==> config.mk <==
export PLATFORM = sky130hd
export DESIGN_NAME = stream_gen_check
export DESIGN_NICKNAME = d
export VERILOG_FILES = /design/src/rtl/stream_gen_pkg.sv /design/src/rtl/stream_lfsr.sv /design/src/rtl/stream_gen_check.sv
export SDC_FILE = /design/constraint.sdc
export NUM_CORES = 1
export LEC_CHECK = 0
export CAP_MARGIN = 0
export CORE_ASPECT_RATIO = 2
export CORE_MARGIN = 4
export CORE_UTILIZATION = 32
export DETAILED_ROUTE_END_ITERATION = 12
export PLACE_DENSITY = 0.48
export SYNTH_ARGS = -nofsm -noshare
export SYNTH_HDL_FRONTEND = slang
export SYNTH_SLANG_ARGS = --single-unit
==> constraint.sdc <==
create_clock -name clk -period 21.2 [get_ports clk]
set_clock_uncertainty 0.05 [all_clocks]
set_input_delay 4.24 -clock clk [delete_from_list [all_inputs] [get_ports clk]]
set_output_delay 4.24 -clock clk [all_outputs]
set_load 0.03 [all_outputs]
==> src/rtl/stream_gen_pkg.sv <==
// Shared types, constants and LFSR step function for the stream generator/checker.
package stream_gen_pkg;

  localparam int unsigned LFSR_W = 16;
  localparam logic [LFSR_W-1:0] LFSR_TAPS = 16'hB400;

  // Sender FSM: idle countdown between words, or presenting a word.
  typedef enum logic {
    ST_GAP  = 1'b0,
    ST_SEND = 1'b1
  } send_state_e;

  // One step of a right-shifting Galois LFSR.
  function automatic logic [LFSR_W-1:0] lfsr_next(input logic [LFSR_W-1:0] s);
    return (s >> 1) ^ (s[0] ? LFSR_TAPS : '0);
  endfunction

  // An all-zero seed would lock the LFSR, so it is replaced by 1.
  function automatic logic [LFSR_W-1:0] lfsr_seed_fix(input logic [LFSR_W-1:0] s);
    return (s == '0) ? {{(LFSR_W-1){1'b0}}, 1'b1} : s;
  endfunction

endpackage

==> src/rtl/stream_lfsr.sv <==
// Free-running 16-bit Galois LFSR shared by the sender gap draw and the
// checker back-pressure. Loads its seed on synchronous active-low reset.
module stream_lfsr
  import stream_gen_pkg::*;
#(
  parameter logic [LFSR_W-1:0] SEED = 16'h1
) (
  input  logic              clk,
  input  logic              rst_n,
  output logic [LFSR_W-1:0] lfsr_o
);

  localparam logic [LFSR_W-1:0] SEED_EFF = lfsr_seed_fix(SEED);

  logic [LFSR_W-1:0] lfsr_q;
  logic [LFSR_W-1:0] lfsr_d;

  // Next state: advance one step every cycle.
  always_comb begin
    lfsr_d = lfsr_next(lfsr_q);
  end

  // State register with seed load on reset.
  always_ff @(posedge clk) begin
    if (!rst_n) lfsr_q <= SEED_EFF;
    else        lfsr_q <= lfsr_d;
  end

  assign lfsr_o = lfsr_q;

endmodule

==> src/rtl/stream_gen_check.sv <==
// Traffic generator and in-order checker. The sender emits an incrementing
// sequence with pseudo-random idle gaps; the checker compares each accepted
// word against its expected value, resyncing after a mismatch. tx_* and rx_*
// share only the LFSR state, never a combinational path.
module stream_gen_check
  import stream_gen_pkg::*;
#(
  parameter int unsigned       WIDTH = 4,
  parameter int unsigned       GAP_W = 8,
  parameter int unsigned       CNT_W = 16,
  parameter logic [LFSR_W-1:0] SEED  = 16'h1
) (
  input  logic             clk,
  input  logic             rst_n,
  input  logic [GAP_W-1:0] gap_from,
  input  logic [GAP_W-1:0] gap_to,
  input  logic             rx_stall_en,
  output logic [WIDTH-1:0] tx_data,
  output logic             tx_valid,
  input  logic             tx_ready,
  input  logic [WIDTH-1:0] rx_data,
  input  logic             rx_valid,
  output logic             rx_ready,
  output logic [WIDTH-1:0] expected,
  output logic             failure,
  output logic [CNT_W-1:0] err_cnt,
  output logic [CNT_W-1:0] word_cnt
);

  logic [LFSR_W-1:0] lfsr;
  logic              lfsr_unused;

  stream_lfsr #(
    .SEED(SEED)
  ) u_lfsr (
    .clk   (clk),
    .rst_n (rst_n),
    .lfsr_o(lfsr)
  );

  // Only the low GAP_W bits and the MSB are consumed.
  assign lfsr_unused = ^lfsr;

  // ---------------------------------------------------------------------------
  // Gap draw: used only on the cycle of a sender handshake.
  // ---------------------------------------------------------------------------
  logic [GAP_W:0]   gap_span;
  logic [GAP_W-1:0] gap_g;

  // Pick G in [gap_from, gap_to]; an empty or inverted range yields gap_from.
  always_comb begin
    gap_span = {1'b0, gap_to} - {1'b0, gap_from} + (GAP_W+1)'(1);
    if (gap_to <= gap_from) begin
      gap_g = gap_from;
    end else begin
      gap_g = gap_from + GAP_W'({1'b0, lfsr[GAP_W-1:0]} % gap_span);
    end
  end

  // ---------------------------------------------------------------------------
  // Sender
  // ---------------------------------------------------------------------------
  send_state_e      state_q, state_d;
  logic [GAP_W-1:0] cnt_q, cnt_d;
  logic [WIDTH-1:0] data_q, data_d;

  // Sender next state: count down the gap, then hold the word until taken.
  always_comb begin
    state_d  = state_q;
    cnt_d    = cnt_q;
    data_d   = data_q;
    tx_valid = 1'b0;
    case (state_q)
      ST_GAP: begin
        if (cnt_q == '0) state_d = ST_SEND;
        else             cnt_d   = cnt_q - GAP_W'(1);
      end
      ST_SEND: begin
        tx_valid = 1'b1;
        if (tx_ready) begin
          data_d = data_q + WIDTH'(1);
          if (gap_g != '0) begin
            state_d = ST_GAP;
            cnt_d   = gap_g - GAP_W'(1);
          end
        end
      end
      default: state_d = ST_GAP;
    endcase
  end

  // Sender registers; reset drops any word in flight.
  always_ff @(posedge clk) begin
    if (!rst_n) begin
      state_q <= ST_GAP;
      cnt_q   <= '0;
      data_q  <= '0;
    end else begin
      state_q <= state_d;
      cnt_q   <= cnt_d;
      data_q  <= data_d;
    end
  end

  assign tx_data = data_q;

  // ---------------------------------------------------------------------------
  // Checker
  // ---------------------------------------------------------------------------
  logic [WIDTH-1:0] exp_q, exp_d;
  logic             fail_q, fail_d;
  logic [CNT_W-1:0] err_q, err_d;
  logic [CNT_W-1:0] words_q, words_d;
  logic             rx_hs;

  // Back-pressure comes from registered LFSR state only.
  always_comb begin
    rx_ready = rx_stall_en ? lfsr[LFSR_W-1] : 1'b1;
  end

  // Checker next state: count words, compare, resync on mismatch.
  always_comb begin
    rx_hs   = rx_valid & rx_ready;
    exp_d   = exp_q;
    fail_d  = fail_q;
    err_d   = err_q;
    words_d = words_q;
    if (rx_hs) begin
      words_d = words_q + CNT_W'(1);
      if (rx_data == exp_q) begin
        exp_d = exp_q + WIDTH'(1);
      end else begin
        fail_d = 1'b1;
        exp_d  = rx_data + WIDTH'(1);
        if (err_q != '1) err_d = err_q + CNT_W'(1);
      end
    end
  end

  // Checker registers.
  always_ff @(posedge clk) begin
    if (!rst_n) begin
      exp_q   <= '0;
      fail_q  <= 1'b0;
      err_q   <= '0;
      words_q <= '0;
    end else begin
      exp_q   <= exp_d;
      fail_q  <= fail_d;
      err_q   <= err_d;
      words_q <= words_d;
    end
  end

  assign expected = exp_q;
  assign failure  = fail_q;
  assign err_cnt  = err_q;
  assign word_cnt = words_q;

endmodule
==> reports/results.md, run 1 <==
* status: finished clean
* fraction of registers with async set/reset: 0%
* critical path's largest stage delay: 0.65 ns
* via count of the first global-routing pass: 6121
* crit share post-route: 94.8%
* largest driver fanout on the critical path: 10
* reported leakage power: 0.00352 µW
* insertion delay to the later sink of the worst-skew pair: 0.34 ns
* launch point of the worst hold path: u_lfsr.lfsr_o[10]$_SDFF_PN0_
* primary flip-flop cell chosen by synthesis mapping: dfxtp_1
* Arr. time, crit path: 20.32 ns
* minimum setup slack among reg-to-reg paths: 6.59 ns
* final critical-path setup slack: 1.10 ns
* critical path class: primary input to register
* dpl ws: 0.0356 ns
* hold-critical path endpoint: u_lfsr.lfsr_o[9]$_SDFF_PN0_
* proportion of synthesized area in mux cells: 7.31%
* maximum number of pins on one net before global-route repair: 49
* sequential standard cell area: 1320 µm²
* WL/cell: 15.7 µm
* fraction of synthesized cell area in xor and xnor cells: 10.5%
* Worst slew margin: 47.7%
* Worst path most repeated cell: ha_1
* part of the Yosys area used for sequential elements: 21.2%
* Total Routing Usage GR: 16.8%
* reg2reg end: cnt_q[2]$_SDFFE_PN0P_
* required arrival time at the worst endpoint: 21.42 ns
* full die area: 21900 µm²
* number of storage elements in the synthesis netlist: 66
* Multi-input gate area: 4680 µm²
* Antenna diodes: 0
* total I/O pin count: 68
* TritonCTS clock tree: done
* ANT nets after route: 0
* slowest stage cell, crit path: fa_1
* die extent in y: 205 µm
* CTS Sinks: 66
* Max Clock Freq: 0.0497 GHz
* count of final setup violators: 0
* half-perimeter wire length after detailed placement: 14.8 mm
* Layout Utilization: 41.2%
* synth warn: 0
* drc violations: 0
* Overflow after GRT: 0
* I/O Buffers: 67
* number of hold violations in the final report: 0
* combinational family with the most area after synthesis: simple AND/OR/NAND/NOR gates
* hold-critical path depth: 1
* hold buffer count at CTS: 0
* clock slew seen by the registers of the worst setup and hold paths: 0.06 ns
* site row count: 72
* post-synthesis compound-gate area fraction: 16.1%
* max-slew violation total from the final report: 0
* kind of launch point of the worst setup path: primary input
* area grow syn2layout: 27.5%
* First-pass DRT Iterations: 5
* leading cell type in the layout, fill and taps excluded: ha_1
* nets in the synthesized netlist: 868
* Clock H-tree levels: 3
* DR vias: 5776
* worst voltage drop across the vdd grid: 0.0000754 V
* synthesized instance count: 761
* nets@finish: 979
* clk buf depth: 2
* simple-gate share of the synthesized area: 23.0%
* post-route insts no fill: 1136
* total core area: 19300 µm²
* Worst setup EP type: register
* layout cell share with drive strength beyond 1: 14.3%
* Worst R2R Path Depth: 72
* Worst-Margin Slew: 0.778 ns
* GPL Wtd Cong: 0.860
* post-layout total power: 569 µW
* most frequent cells in the layout: ha_1, dfxtp_1, clkdlybuf4s50_1, nand2_1, buf_4
* detailed router's first-iteration violation count: 144
* area of the mapped netlist: 6230 µm²
* critical register-to-register path startpoint: u_lfsr.lfsr_o[7]$_SDFF_PN0_
* total negative slack for setup checks: 0 ns
* die span in x: 107 µm
* number of synthesized flops with an enable pin: 0
* WL final: 17.9 mm
* via count normalized by instance count: 5.08
* max-cap violation count: 0
* type of the tightest min-delay check: register to register
* area share of fa/ha/maj cells after synthesis: 17.2%
* final critical delay including setup and external delays: 20.10 ns
* average cell area after synthesis: 8.19 µm²
* number of antenna violations at the first check in global routing: 0
* DP Cell Count: 1119
* CTS Buf Count: 9
* CTS root buf: clkbuf_16
* first-pass GRT wire length: 29.5 mm
* number of distinct library cells after synthesis: 72
* Initial Util: 32.3%
* fill cell count: 2030
* Cell Pwr Density: 71.5 nW/µm²
==> report_power, final <==
group,leakage [µW],internal (µW),switching [µW]
registers,0.000537,134,11.7
clock network,0.000142,91.7,59.6
logic,0.00284,128,144
total,0.00352,353,215
==> cell type report <==
type,count,share of cell area [%]
multi-input cells,621,59.0
flip-flops and latches,66,16.6
repair buffers,129,14.4
well taps,259,4.08
clock buffers,9,2.83
inverters,45,2.13
clock inverters,7,0.960
==> cell families (layout without fill, tap and decap cells) <==
group           count (synthesis)  count (layout)
compound gates                149             149
buf+inv                        74             190
simple gates                  271             271
fa+ha+maj                      82              82
xor+xnor                       75              75
other cells                     1               1
flops                          66              66
mux                            43              43
==> metal layers <==
layer	track usage [%]	part of all wire, %	up-vias
met2	33.4	57	101
li1	-	-	2906
met5	0	0	-
met3	2.76	2.7	48
met1	15.6	35	2721
met4	9.47	5.1	0
==> registers in the layout, indices dropped and copies added (netlist names) <==
signal and cells:
cnt_q 8, err_cnt 16, expected 4, failure 1, state_q 1, tx_data 4, u_lfsr.lfsr_o 16, word_cnt 16
==> critical path: cells and delay by family <==
kind | cells | cell delay (ns)
and+or+nand+nor | 20 | 3.99
xor gates and xnor gates | 1 | 0.18
muxes | 5 | 1.46
adders and majority gates | 10 | 3.13
buffers and inverters | 11 | 2.08
AOI/OAI and AO/OA | 29 | 5.26
==> how the worst max path moves through the flow <==
stage                      startpoint               endpoint  slack, ns  cells past startpoint
final                     gap_from[4]  cnt_q[2]$_SDFFE_PN0P_       1.10                     76
after global routing      gap_from[0]  cnt_q[7]$_SDFFE_PN0P_      -0.02                     80
after CTS                 gap_from[1]  cnt_q[1]$_SDFFE_PN0P_       0.33                     77
after detailed placement  gap_from[1]  cnt_q[1]$_SDFFE_PN0P_       0.04                     77
after global placement    gap_from[1]  cnt_q[1]$_SDFFE_PN0P_       0.50                     77
after floorplan           gap_from[1]  cnt_q[7]$_SDFFE_PN0P_       1.43                     76
==> per-stage QoR <==
stage                     hold WS [ns]  cell area (µm²)
after floorplan                  0.362             6230
after global placement           0.366             7560
after detailed placement         0.369             7560
after CTS                        0.383             7860
after global routing             0.398             7950
final                            0.381             7950
==> cell usage after synthesis, types with 22 or more instances <==
cell type	count	area, µm²
a21oi_1	40	200
and2_1	45	282
clkbuf_1	25	93.8
dfxtp_1	66	1320
ha_1	76	951
inv_1	45	169
mux2i_1	23	230
nand2_1	61	229
nand3_1	26	130
nor2_1	43	161
nor3_1	22	110
o21ai_0	29	145
xnor2_1	50	438
xor2_1	25	219
==> timing repair <==
action | CTS | global route
setup buffers | 0 | 1
gates resized for setup | 0 | 19
endpoints found under the setup margin | 0 | 9
Note: power is estimated with default switching activity, not from simulation.
==> inputs of run 2 (changes only) <==
--- a/config.mk
+++ b/config.mk
@@ -6,11 +6,13 @@
 export NUM_CORES = 1
 export LEC_CHECK = 0
 export CAP_MARGIN = 0
+export CELL_PAD_IN_SITES_DETAIL_PLACEMENT = 0
+export CELL_PAD_IN_SITES_GLOBAL_PLACEMENT = 1
 export CORE_ASPECT_RATIO = 2
-export CORE_MARGIN = 4
+export CORE_MARGIN = 5
 export CORE_UTILIZATION = 32
 export DETAILED_ROUTE_END_ITERATION = 12
-export PLACE_DENSITY = 0.48
+export PLACE_DENSITY = 0.61
 export SYNTH_ARGS = -nofsm -noshare
 export SYNTH_HDL_FRONTEND = slang
 export SYNTH_SLANG_ARGS = --single-unit
==> reports/results.md, run 2 (synthesis gave the netlist of run 1 again) <==
* WL final: 18.2 mm
* half-perimeter wire length after detailed placement: 14.9 mm
* Max Clock Freq: 0.0497 GHz
* CTS Sinks: 66
* max-cap violation count: 0
* site row count: 72
* slowest stage cell, crit path: or4_1
* via count normalized by instance count: 5.09
* via count of the first global-routing pass: 6127
* Antenna diodes: 0
* CTS Buf Count: 9
* TritonCTS clock tree: done
* total I/O pin count: 68
* number of antenna violations at the first check in global routing: 0
* CTS root buf: clkbuf_16
* critical path's largest stage delay: 0.54 ns
* I/O Buffers: 67
* full die area: 22500 µm²
* final critical delay including setup and external delays: 20.14 ns
* Clock H-tree levels: 3
* detailed router's first-iteration violation count: 163
* maximum number of pins on one net before global-route repair: 76
* total core area: 19300 µm²
* Total Routing Usage GR: 16.5%
* crit share post-route: 95.0%
* standard cell area after detailed placement: 7490 µm²
* clk buf depth: 2
* dpl ws: -0.126 ns
* number of buffer and inverter instances along the worst setup path: 11
* die span in x: 109 µm
* Worst slew margin: 28.0%
* Worst setup EP type: register
* worst voltage drop across the vdd grid: 0.0000741 V
* reported leakage power: 0.00353 µW
* Worst-Margin Slew: 1.08 ns
* WL/cell: 16.1 µm
* largest driver fanout on the critical path: 10
* first-pass GRT wire length: 29.8 mm
* Overflow after GRT: 0
* insertion delay to the later sink of the worst-skew pair: 0.34 ns
* Cell Pwr Density: 73.0 nW/µm²
* hold buffer count at CTS: 0
* Initial Util: 32.3%
* type of the tightest min-delay check: register to register
* status: finished clean
* count of final setup violators: 0
* final std cell area, no fill: 7960 µm²
* area grow syn2layout: 27.8%
* die extent in y: 207 µm
* final critical-path setup slack: 1.06 ns
* DR vias: 5753
* kind of launch point of the worst setup path: primary input
* Arr. time, crit path: 20.36 ns
* ANT nets after route: 0
* First-pass DRT Iterations: 4
* critical path class: primary input to register
* nets@finish: 974
* layout cell share with drive strength beyond 1: 13.8%
* clock slew seen by the registers of the worst setup and hold paths: 0.06 ns
* leading cell type in the layout, fill and taps excluded: ha_1
* Worst path most repeated cell: ha_1
* drc violations: 0
* number of hold violations in the final report: 0
* CP delay by family, top: compound AO/OA/AOI/OAI gates
* max-slew violation total from the final report: 0
* required arrival time at the worst endpoint: 21.42 ns
* most frequent cells in the layout: ha_1, dfxtp_1, clkdlybuf4s50_1, nand2_1, buf_4
* GPL Wtd Cong: 0.887
-- run 2: layer usage --
metal	up-vias	GRT usage, %	wire [µm]
met5	-	0	0
met4	0	8.67	836
met3	44	2.61	469
met2	103	32.5	10300
met1	2708	15.6	6540
li1	2898	-	-
-- run 2: area by class of cell --
class                           instances  area (µm²)
Clock buffer                            9         225
Clock inverter                          7         108
Fill cell                            2020       11300
Inverter                               45         169
Multi-Input combinational cell        621        4710
Sequential cell                        66        1320
Tap cell                              259         324
Timing Repair Buffer                  124        1110
-- run 2: worst register-to-register path, delay by kind of cell, from the launching register on --
kind	cells	cell delay, ns
AO/OA/AOI/OAI	27	4.73
XOR/XNOR	1	0.12
adder cells (fa/ha/maj)	9	2.84
buffers and inverters	8	1.16
flip-flops	1	0.42
multiplexers	6	1.71
AND/OR/NAND/NOR	20	3.60
-- run 2: power by group --
group,switching [µW],leakage (µW),internal (µW)
Combinational,144,0.00283,125
Sequential,11.7,0.000537,134
Clock,62.2,0.000160,105
Total,218,0.00353,364
-- run 2: worst paths after layout --
path	startpoint	endpoint	slack (ns)	cells past startpoint
min reg2reg	u_lfsr.lfsr_o[10]$_SDFF_PN0_	u_lfsr.lfsr_o[9]$_SDFF_PN0_	0.38	1
max reg2reg	u_lfsr.lfsr_o[7]$_SDFF_PN0_	cnt_q[2]$_SDFFE_PN0P_	6.50	71
min	u_lfsr.lfsr_o[10]$_SDFF_PN0_	u_lfsr.lfsr_o[9]$_SDFF_PN0_	0.38	1
max	gap_from[1]	cnt_q[2]$_SDFFE_PN0P_	1.06	78
-- run 2: stage by stage --
| stage | util (%) | hold WS, ns | instances | TNS (ns) | power (µW) |
|---|---|---|---|---|---|
| finish | 41.3 | 0.380 | 1131 | 0 | 582 |
| global route | 41.3 | 0.398 | 1131 | -0.0341 | 621 |
| CTS | 40.6 | 0.384 | 1126 | 0 | 577 |
| detailed placement | 38.9 | 0.369 | 1110 | -0.843 | 405 |
| global placement | 38.9 | 0.371 | 1110 | 0 | 401 |
| floorplan | - | 0.362 | 761 | 0 | 324 |
-- run 2: repair_timing --
action | in CTS | in global routing
buffers inserted | 0 | 5
hold endpoints to repair | 0 | 0
setup endpoints to repair | 0 | 9
gates resized for setup | 0 | 22
